`config.mk`:
```
export PLATFORM = sky130hd
export DESIGN_NAME = seg_scan_ctrl_flat
export DESIGN_NICKNAME = d
export VERILOG_FILES = /design/src/rtl/seg_scan_ctrl_if.sv /design/src/rtl/seg_scan_ctrl.sv /design/src/flat_wrapper.sv
export SDC_FILE = /design/constraint.sdc
export NUM_CORES = 1
export LEC_CHECK = 0
export CORE_MARGIN = 5
export CORE_UTILIZATION = 45
export DETAILED_ROUTE_END_ITERATION = 8
export MAX_ROUTING_LAYER = met4
export PLACE_DENSITY_LB_ADDON = 0.1
export RECOVER_POWER = 25
export SETUP_SLACK_MARGIN = 0.15
export SLEW_MARGIN = 20
export SYNTH_ARGS = -nofsm -noshare
export SYNTH_HDL_FRONTEND = slang
export SYNTH_SLANG_ARGS = --single-unit
```
`constraint.sdc`:
```
create_clock -name clk_in -period 4.4 [get_ports clk_in]
set_input_delay 0.44 -clock clk_in [delete_from_list [all_inputs] [get_ports clk_in]]
set_output_delay 0.44 -clock clk_in [all_outputs]
set_load 0.01 [all_outputs]
```
`src/rtl/seg_scan_ctrl_if.sv`:
```
// ---------------------------------------------------------------------------
// seg_scan_ctrl_if
//   MMIO register bus for the seven-segment scan controller.
//
//   Handshake: a write is wr_en high for one clk_in cycle with addr and
//   wdata stable for that cycle. There is no ready/backpressure, so every
//   strobe is accepted on the rising edge where it is sampled. Reads have
//   no strobe: rdata follows addr combinationally.
//
//   Signals
//     wr_en  1   write strobe, one cycle per write
//     addr   4   register word index
//     wdata  32  write data (full word sampled)
//     rdata  32  combinational read data for addr
//
//   Modports
//     master : drives wr_en/addr/wdata, receives rdata (CPU / testbench side)
//     slave  : receives wr_en/addr/wdata, drives rdata (controller side)
// ---------------------------------------------------------------------------
interface seg_scan_ctrl_if;
    logic        wr_en;
    logic [3:0]  addr;
    logic [31:0] wdata;
    logic [31:0] rdata;

    modport master (
        output wr_en,
        output addr,
        output wdata,
        input  rdata
    );

    modport slave (
        input  wr_en,
        input  addr,
        input  wdata,
        output rdata
    );
endinterface

```
`src/rtl/seg_scan_ctrl.sv`:
```
// ---------------------------------------------------------------------------
// seg_scan_ctrl
//   Multiplexed seven-segment display scanner with an MMIO register file.
//   One digit is driven per slot of DIV_CYCLES clocks; the scan index walks
//   0..NUM_DIGITS-1 and wraps. Segment content is either raw (1 = lit) or a
//   hex nibble decoded to segments. All display outputs are registered and
//   active-low.
//
//   Register map (word index on bus.addr)
//     0              CTRL   bit0 EN, bit1 HEX
//     1..NUM_DIGITS  DIGn   bit7 dp on, bits 6:0 raw segments / 3:0 nibble
//     15             BLINK  per-digit blink enables (SEG_BLINK_EN only)
//     others         read 0, writes ignored
//
//   Optional feature macro: SEG_BLINK_EN
//     Adds the BLINK register plus a blink counter whose phase bit toggles
//     every BLINK_CYCLES while EN=1. A digit with its BLINK bit set is
//     blanked (segments and dp off) during phase 1.
//
//   Parameters
//     NUM_DIGITS    number of digits, 1..8
//     DIV_CYCLES    clocks per digit slot, >= 2
//     BLINK_CYCLES  clocks per blink phase, >= 2 (used with SEG_BLINK_EN)
//
//   Ports
//     clk_in  in   sole clock, rising edge
//     reset   in   synchronous active-high reset, dominates bus writes
//     bus     if   seg_scan_ctrl_if.slave register bus
//     seg     out  7 segments {g,f,e,d,c,b,a}, active-low
//     dp      out  decimal point, active-low
//     digit   out  NUM_DIGITS one-hot active-low digit enables
// ---------------------------------------------------------------------------
module seg_scan_ctrl #(
    parameter int NUM_DIGITS   = 4,
    parameter int DIV_CYCLES   = 1000,
    parameter int BLINK_CYCLES = 500000
) (
    input  logic                  clk_in,
    input  logic                  reset,
    seg_scan_ctrl_if.slave        bus,
    output logic [6:0]            seg,
    output logic                  dp,
    output logic [NUM_DIGITS-1:0] digit
);

    localparam int SLOT_W = $clog2(DIV_CYCLES);
    localparam int IDX_W  = (NUM_DIGITS > 1) ? $clog2(NUM_DIGITS) : 1;

    localparam logic [SLOT_W-1:0] SLOT_LAST = SLOT_W'(DIV_CYCLES - 1);
    localparam logic [IDX_W-1:0]  IDX_LAST  = IDX_W'(NUM_DIGITS - 1);

    // Standard hex to active-low {g,f,e,d,c,b,a}.
    function automatic logic [6:0] hex_to_seg(input logic [3:0] nib);
        logic [6:0] s;
        case (nib)
            4'h0:    s = 7'b1000000;
            4'h1:    s = 7'b1111001;
            4'h2:    s = 7'b0100100;
            4'h3:    s = 7'b0110000;
            4'h4:    s = 7'b0011001;
            4'h5:    s = 7'b0010010;
            4'h6:    s = 7'b0000010;
            4'h7:    s = 7'b1111000;
            4'h8:    s = 7'b0000000;
            4'h9:    s = 7'b0010000;
            4'hA:    s = 7'b0001000;
            4'hB:    s = 7'b0000011;
            4'hC:    s = 7'b1000110;
            4'hD:    s = 7'b0100001;
            4'hE:    s = 7'b0000110;
            default: s = 7'b0001110;
        endcase
        return s;
    endfunction

    // ------------------------------------------------------------------
    // State
    // ------------------------------------------------------------------
    logic [1:0]                  ctrl_q,  ctrl_d;
    logic [NUM_DIGITS-1:0][7:0]  dig_q,   dig_d;
    logic [SLOT_W-1:0]           slot_q,  slot_d;
    logic [IDX_W-1:0]            idx_q,   idx_d;
    logic [6:0]                  seg_q,   seg_d;
    logic                        dp_q,    dp_d;
    logic [NUM_DIGITS-1:0]       digit_q, digit_d;

    logic en;
    logic hex_mode;
    assign en       = ctrl_q[0];
    assign hex_mode = ctrl_q[1];

`ifdef SEG_BLINK_EN
    localparam int BLINK_W = $clog2(BLINK_CYCLES);
    localparam logic [BLINK_W-1:0] BLINK_LAST = BLINK_W'(BLINK_CYCLES - 1);

    logic [NUM_DIGITS-1:0] blink_q,  blink_d;
    logic [BLINK_W-1:0]    bcnt_q,   bcnt_d;
    logic                  phase_q,  phase_d;
`endif

    // ------------------------------------------------------------------
    // Register writes. Only the bits each register holds are kept; the
    // rest of wdata is discarded.
    // ------------------------------------------------------------------
    always_comb begin
        ctrl_d = ctrl_q;
        dig_d  = dig_q;
`ifdef SEG_BLINK_EN
        blink_d = blink_q;
`endif
        if (bus.wr_en) begin
            if (bus.addr == 4'd0) begin
                ctrl_d = bus.wdata[1:0];
            end
            for (int i = 0; i < NUM_DIGITS; i++) begin
                if (bus.addr == 4'(i + 1)) begin
                    dig_d[i] = bus.wdata[7:0];
                end
            end
`ifdef SEG_BLINK_EN
            if (bus.addr == 4'hF) begin
                blink_d = bus.wdata[NUM_DIGITS-1:0];
            end
`endif
        end
    end

    // ------------------------------------------------------------------
    // Combinational read mux.
    // ------------------------------------------------------------------
    logic [31:0] rdata_c;

    always_comb begin
        rdata_c = 32'h0;
        if (bus.addr == 4'd0) begin
            rdata_c = {30'h0, ctrl_q};
        end
        for (int i = 0; i < NUM_DIGITS; i++) begin
            if (bus.addr == 4'(i + 1)) begin
                rdata_c = {24'h0, dig_q[i]};
            end
        end
`ifdef SEG_BLINK_EN
        if (bus.addr == 4'hF) begin
            rdata_c = 32'(blink_q);
        end
`endif
    end

    assign bus.rdata = rdata_c;

    // ------------------------------------------------------------------
    // Slot counter and scan index. Both sit at 0 while EN=0, so setting EN
    // always begins at digit 0 with a full slot.
    // ------------------------------------------------------------------
    always_comb begin
        slot_d = slot_q;
        idx_d  = idx_q;
        if (!en) begin
            slot_d = '0;
            idx_d  = '0;
        end else if (slot_q == SLOT_LAST) begin
            slot_d = '0;
            idx_d  = (idx_q == IDX_LAST) ? '0 : idx_q + 1'b1;
        end else begin
            slot_d = slot_q + 1'b1;
        end
    end

`ifdef SEG_BLINK_EN
    // Blink phase runs off its own counter, independent of the slot timing.
    always_comb begin
        bcnt_d  = bcnt_q;
        phase_d = phase_q;
        if (!en) begin
            bcnt_d  = '0;
            phase_d = 1'b0;
        end else if (bcnt_q == BLINK_LAST) begin
            bcnt_d  = '0;
            phase_d = ~phase_q;
        end else begin
            bcnt_d = bcnt_q + 1'b1;
        end
    end
`endif

    // ------------------------------------------------------------------
    // Output pipeline: next display value from the current index, CTRL and
    // digit registers. A DIGn write landing on a slot wrap is therefore
    // visible at the following update.
    // ------------------------------------------------------------------
    logic [7:0] cur_dig;
    logic       cur_blank;

    always_comb begin
        cur_dig   = 8'h00;
        cur_blank = 1'b0;
        for (int i = 0; i < NUM_DIGITS; i++) begin
            if (idx_q == IDX_W'(i)) begin
                cur_dig = dig_q[i];
`ifdef SEG_BLINK_EN
                cur_blank = blink_q[i] & phase_q;
`endif
            end
        end
    end

    always_comb begin
        seg_d   = 7'h7F;
        dp_d    = 1'b1;
        digit_d = '1;
        if (en) begin
            // Exactly one enable low, taken straight from the registered
            // index, so two digits are never active at once.
            for (int i = 0; i < NUM_DIGITS; i++) begin
                digit_d[i] = (idx_q != IDX_W'(i));
            end
            if (!cur_blank) begin
                seg_d = hex_mode ? hex_to_seg(cur_dig[3:0]) : ~cur_dig[6:0];
                dp_d  = ~cur_dig[7];
            end
        end
    end

    // ------------------------------------------------------------------
    // State registers
    // ------------------------------------------------------------------
    always_ff @(posedge clk_in) begin
        if (reset) begin
            ctrl_q  <= '0;
            dig_q   <= '0;
            slot_q  <= '0;
            idx_q   <= '0;
            seg_q   <= 7'h7F;
            dp_q    <= 1'b1;
            digit_q <= '1;
`ifdef SEG_BLINK_EN
            blink_q <= '0;
            bcnt_q  <= '0;
            phase_q <= 1'b0;
`endif
        end else begin
            ctrl_q  <= ctrl_d;
            dig_q   <= dig_d;
            slot_q  <= slot_d;
            idx_q   <= idx_d;
            seg_q   <= seg_d;
            dp_q    <= dp_d;
            digit_q <= digit_d;
`ifdef SEG_BLINK_EN
            blink_q <= blink_d;
            bcnt_q  <= bcnt_d;
            phase_q <= phase_d;
`endif
        end
    end

    assign seg   = seg_q;
    assign dp    = dp_q;
    assign digit = digit_q;

endmodule
```
`src/flat_wrapper.sv`:
```
// flat-port wrapper written by rule: the top's interface ports become plain ports
module seg_scan_ctrl_flat 
#(
    parameter int NUM_DIGITS   = 4,
    parameter int DIV_CYCLES   = 1000,
    parameter int BLINK_CYCLES = 500000
)
  (clk_in, reset, seg, dp, digit, bus_wr_en, bus_addr, bus_wdata, bus_rdata);
  seg_scan_ctrl_if bus_i ();
  input  logic clk_in;
  input  logic reset;
  output logic [6:0] seg;
  output logic dp;
  output logic [NUM_DIGITS-1:0] digit;
  input wire logic [$bits(bus_i.wr_en)-1:0] bus_wr_en;
  input wire logic [$bits(bus_i.addr)-1:0] bus_addr;
  input wire logic [$bits(bus_i.wdata)-1:0] bus_wdata;
  output wire logic [$bits(bus_i.rdata)-1:0] bus_rdata;
  assign bus_i.wr_en = bus_wr_en;
  assign bus_i.addr = bus_addr;
  assign bus_i.wdata = bus_wdata;
  assign bus_rdata = bus_i.rdata;
  seg_scan_ctrl #(.NUM_DIGITS(NUM_DIGITS), .DIV_CYCLES(DIV_CYCLES), .BLINK_CYCLES(BLINK_CYCLES)) u_core (.clk_in(clk_in), .reset(reset), .bus(bus_i), .seg(seg), .dp(dp), .digit(digit));
endmodule
```
==> impl_results.md <==
- Status: finished with violations
- Failing checks: max-capacitance violations, max-slew violations
- GR Util met3: 0.0561
- Initial DRC count: 175
- Largest net degree at the start of global routing: 37
- Met2 Use GR: 0.301
- Via density: 5.41
- CP max FO: 13
- Final GP Congestion: 0.818
- Fill count: 660
- Busiest layer in global routing: met2
- Mean routed wirelength per cell: 15.4 µm
- DIE HEIGHT: 92.7 µm
- R2R Path Start: u_core.idx_q[0]
- Resized Gates After CTS: 0
- Nature of the critical path startpoint: input pin
- Gr ovfl total: 0
- Slowest-stage cell, CP: clkdlybuf4s50_1
- First drt pass iteration count: 4
- Number of nets in the layout: 448
- Measured slew at the worst slew-check pin: 1610 ps
- Worst path required time: 3960 ps
- Maximum clock rate: 318 MHz
- Synth async-reset ratio: 0
- Worst Path Arrival: 2710 ps
- Routed Antenna Nets: 0
- Crit path time final: 3150 ps
- # IOs: 83
- Seq cells post-synth: 58
- Clock sink total: 58
- Clock buffer count from CTS: 9
- Final Routed Wirelength: 7.48 mm
- Ys flop type: dfxtp_1
- Final Hold Viols: 0
- Ys Warns: 0
- Clock transition at path regs: 70 ps
- Share of cells above drive strength 1: 0.0840
- Share of the yosys chip area belonging to registers: 0.377
- Setup bufs post-CTS: 0
- Post-synth EDFFs: 0
- Worst hold path class: reg2reg
- Max Slew Vio Count: 37
- Via count: 2625
- VDD IR-drop max: 0.219 mV
- Max-Cap Viols: 1
- Setup TNS: 0 ps
- Clk_lat worst skew: 340 ps
- CP top delay family: buffers and inverters
- Worst path most repeated cell: clkdlybuf4s50_1
- IO Port Bufs: 34
- Area Overhead vs Synth: 17.4%
- Global Route met1 Usage: 0.233
- Yosys cell types: 50
- Critical Path Start: bus_addr[0]
- Initial Util: 0.458
- Slowest stage delay, CP: 690 ps
- Relative slew margins: -0.0726
- P_leak: 0.00137 µW
- Final setup violation count: 0
- Power after layout: 1200 µW
- RSZ-0062 raised after global routing: false
- Syn Inst Count: 372
- Pwr dens: 333 mW/mm²
- CP endpoint kind: output port
- CTS hold repair buffers: 0
- DP HPWL: 5.06 mm
- Mapped cell area: 0.00308 mm²
- CTS Buffer Depth: 2
- CP bufs+invs: 2
- Die area: 0.00859 mm²
- Initial antenna violation count: 0
- Root buf cell: clkbuf_8
- WS Path Type: in2out
- Critical Path, Cell by Cell: clkdlybuf4s50_1 -> nor2b_1 -> a22oi_1 -> o21ai_0 -> clkdlybuf4s50_1
- Worst slack on hold paths: 450 ps
- Die W: 92.7 µm
- Worst Hold Launch: u_core.slot_q[0]
- Overall Global Routing Usage: 0.189
- Syn avg cell area: 8.27 µm²
- DRC Markers: 0
- CTS tree: built
- FP Rows: 30
- Vias in the first global route: 2503
- First-pass GRT wire length: 12.4 mm
- Diodes inserted: 0
- CORE AREA: 0.00672 mm²
- H-tree lvl count: 3
- Fin Clk Skew: 5.23 ps
- Crit share post-route: 0.715
==> power by group <==
group	switching, µW	total [µW]	internal (µW)
Sequential	3.76	533	529
Combinational	43.7	67.5	23.8
Clock	214	602	387
Total	262	1200	940
==> cells by family after synthesis <==
logic type                 share of synthesized area
and+or+nand+nor                                0.217
other                                        0.00122
xor gates and xnor gates                      0.0199
DFF                                            0.377
AOI/OAI and AO/OA                              0.168
buffers and inverters                         0.0903
adders and majority gates                     0.0325
muxes                                         0.0935
==> state kept, by name, summed over array words and instances, names as in the netlist <==
name,cells
u_core.idx_q,2
u_core.slot_q,10
u_core.dig_q,32
u_core.ctrl_q,2
u_core.digit,4
u_core.seg,7
u_core.dp,1
==> per-stage QoR <==
step                instances  area [µm²]   util  setup WS, ps
floorplan                 395        3160      -          2380
global route              485        3610  0.537          1100
CTS                       485        3620  0.539          1230
finish                    485        3610  0.537          1250
global placement          470        3380  0.503          1230
detailed placement        470        3380  0.503          1240
==> cells in the mapped netlist (all sizes together) (3+ instances only) <==
cell,count,area [µm²]
o211a,3,30.0
nand2,48,180
buf,29,203
ha,8,100
nand3,23,115
a211oi,5,50.1
and3,3,20.0
mux2,6,67.6
dfxtp,58,1160
a21oi,30,154
xor2,5,43.8
mux2i,22,220
a22oi,8,60.1
nor2,42,160
nor3,3,15.0
nor2b,5,31.3
nand3b,6,45.0
o21ai,17,85.1
inv,6,22.5
clkbuf,14,52.6
==> routing by layer <==
metal	vias to the layer above	routed length, µm	part of all wire
li1	1309	-	-
met1	1233	3410	0.46
met2	70	3570	0.48
met3	13	363	0.049
met4	0	131	0.018
met5	-	0	0
==> worst reg2reg max path: cells and delay by family (launching register included) <==
family,cells,cell delay [ps]
flip-flops,1,400
AO/OA/AOI/OAI,4,1160
adder cells (fa/ha/maj),2,990
==> cell usage in the layout (no fill, tap or decap), drive strengths merged, types with 17 or more instances in the layout <==
cell type      Yosys  layout
o21ai             17      17
conb               1      24
nand3             23      23
nand2             48      48
a21oi             30      30
mux2i             22      22
nor2              42      42
clkdlybuf4s50      0      22
dfxtp             58      58
==> area by class of cell <==
type,instances,area [µm²],share of cell area
Clock inverter,5,103,0.0284
Multi-Input combinational cell,288,1720,0.477
Tap cell,80,100,0.0277
Timing Repair Buffer,38,363,0.100
Inverter,6,22.5,0.00624
Sequential cell,58,1160,0.322
Clock buffer,10,138,0.0381
==> final timing paths <==
kind / to / slack [ps] / cells after the start
worst max-delay path: bus_rdata[5] / 1250 / 5
worst min-delay path: u_core.slot_q[0] / 450 / 1
worst max register to register: u_core.seg[1] / 1780 / 6
worst min register to register: u_core.slot_q[0] / 450 / 1
Note: power is estimated with default switching activity, not from simulation.
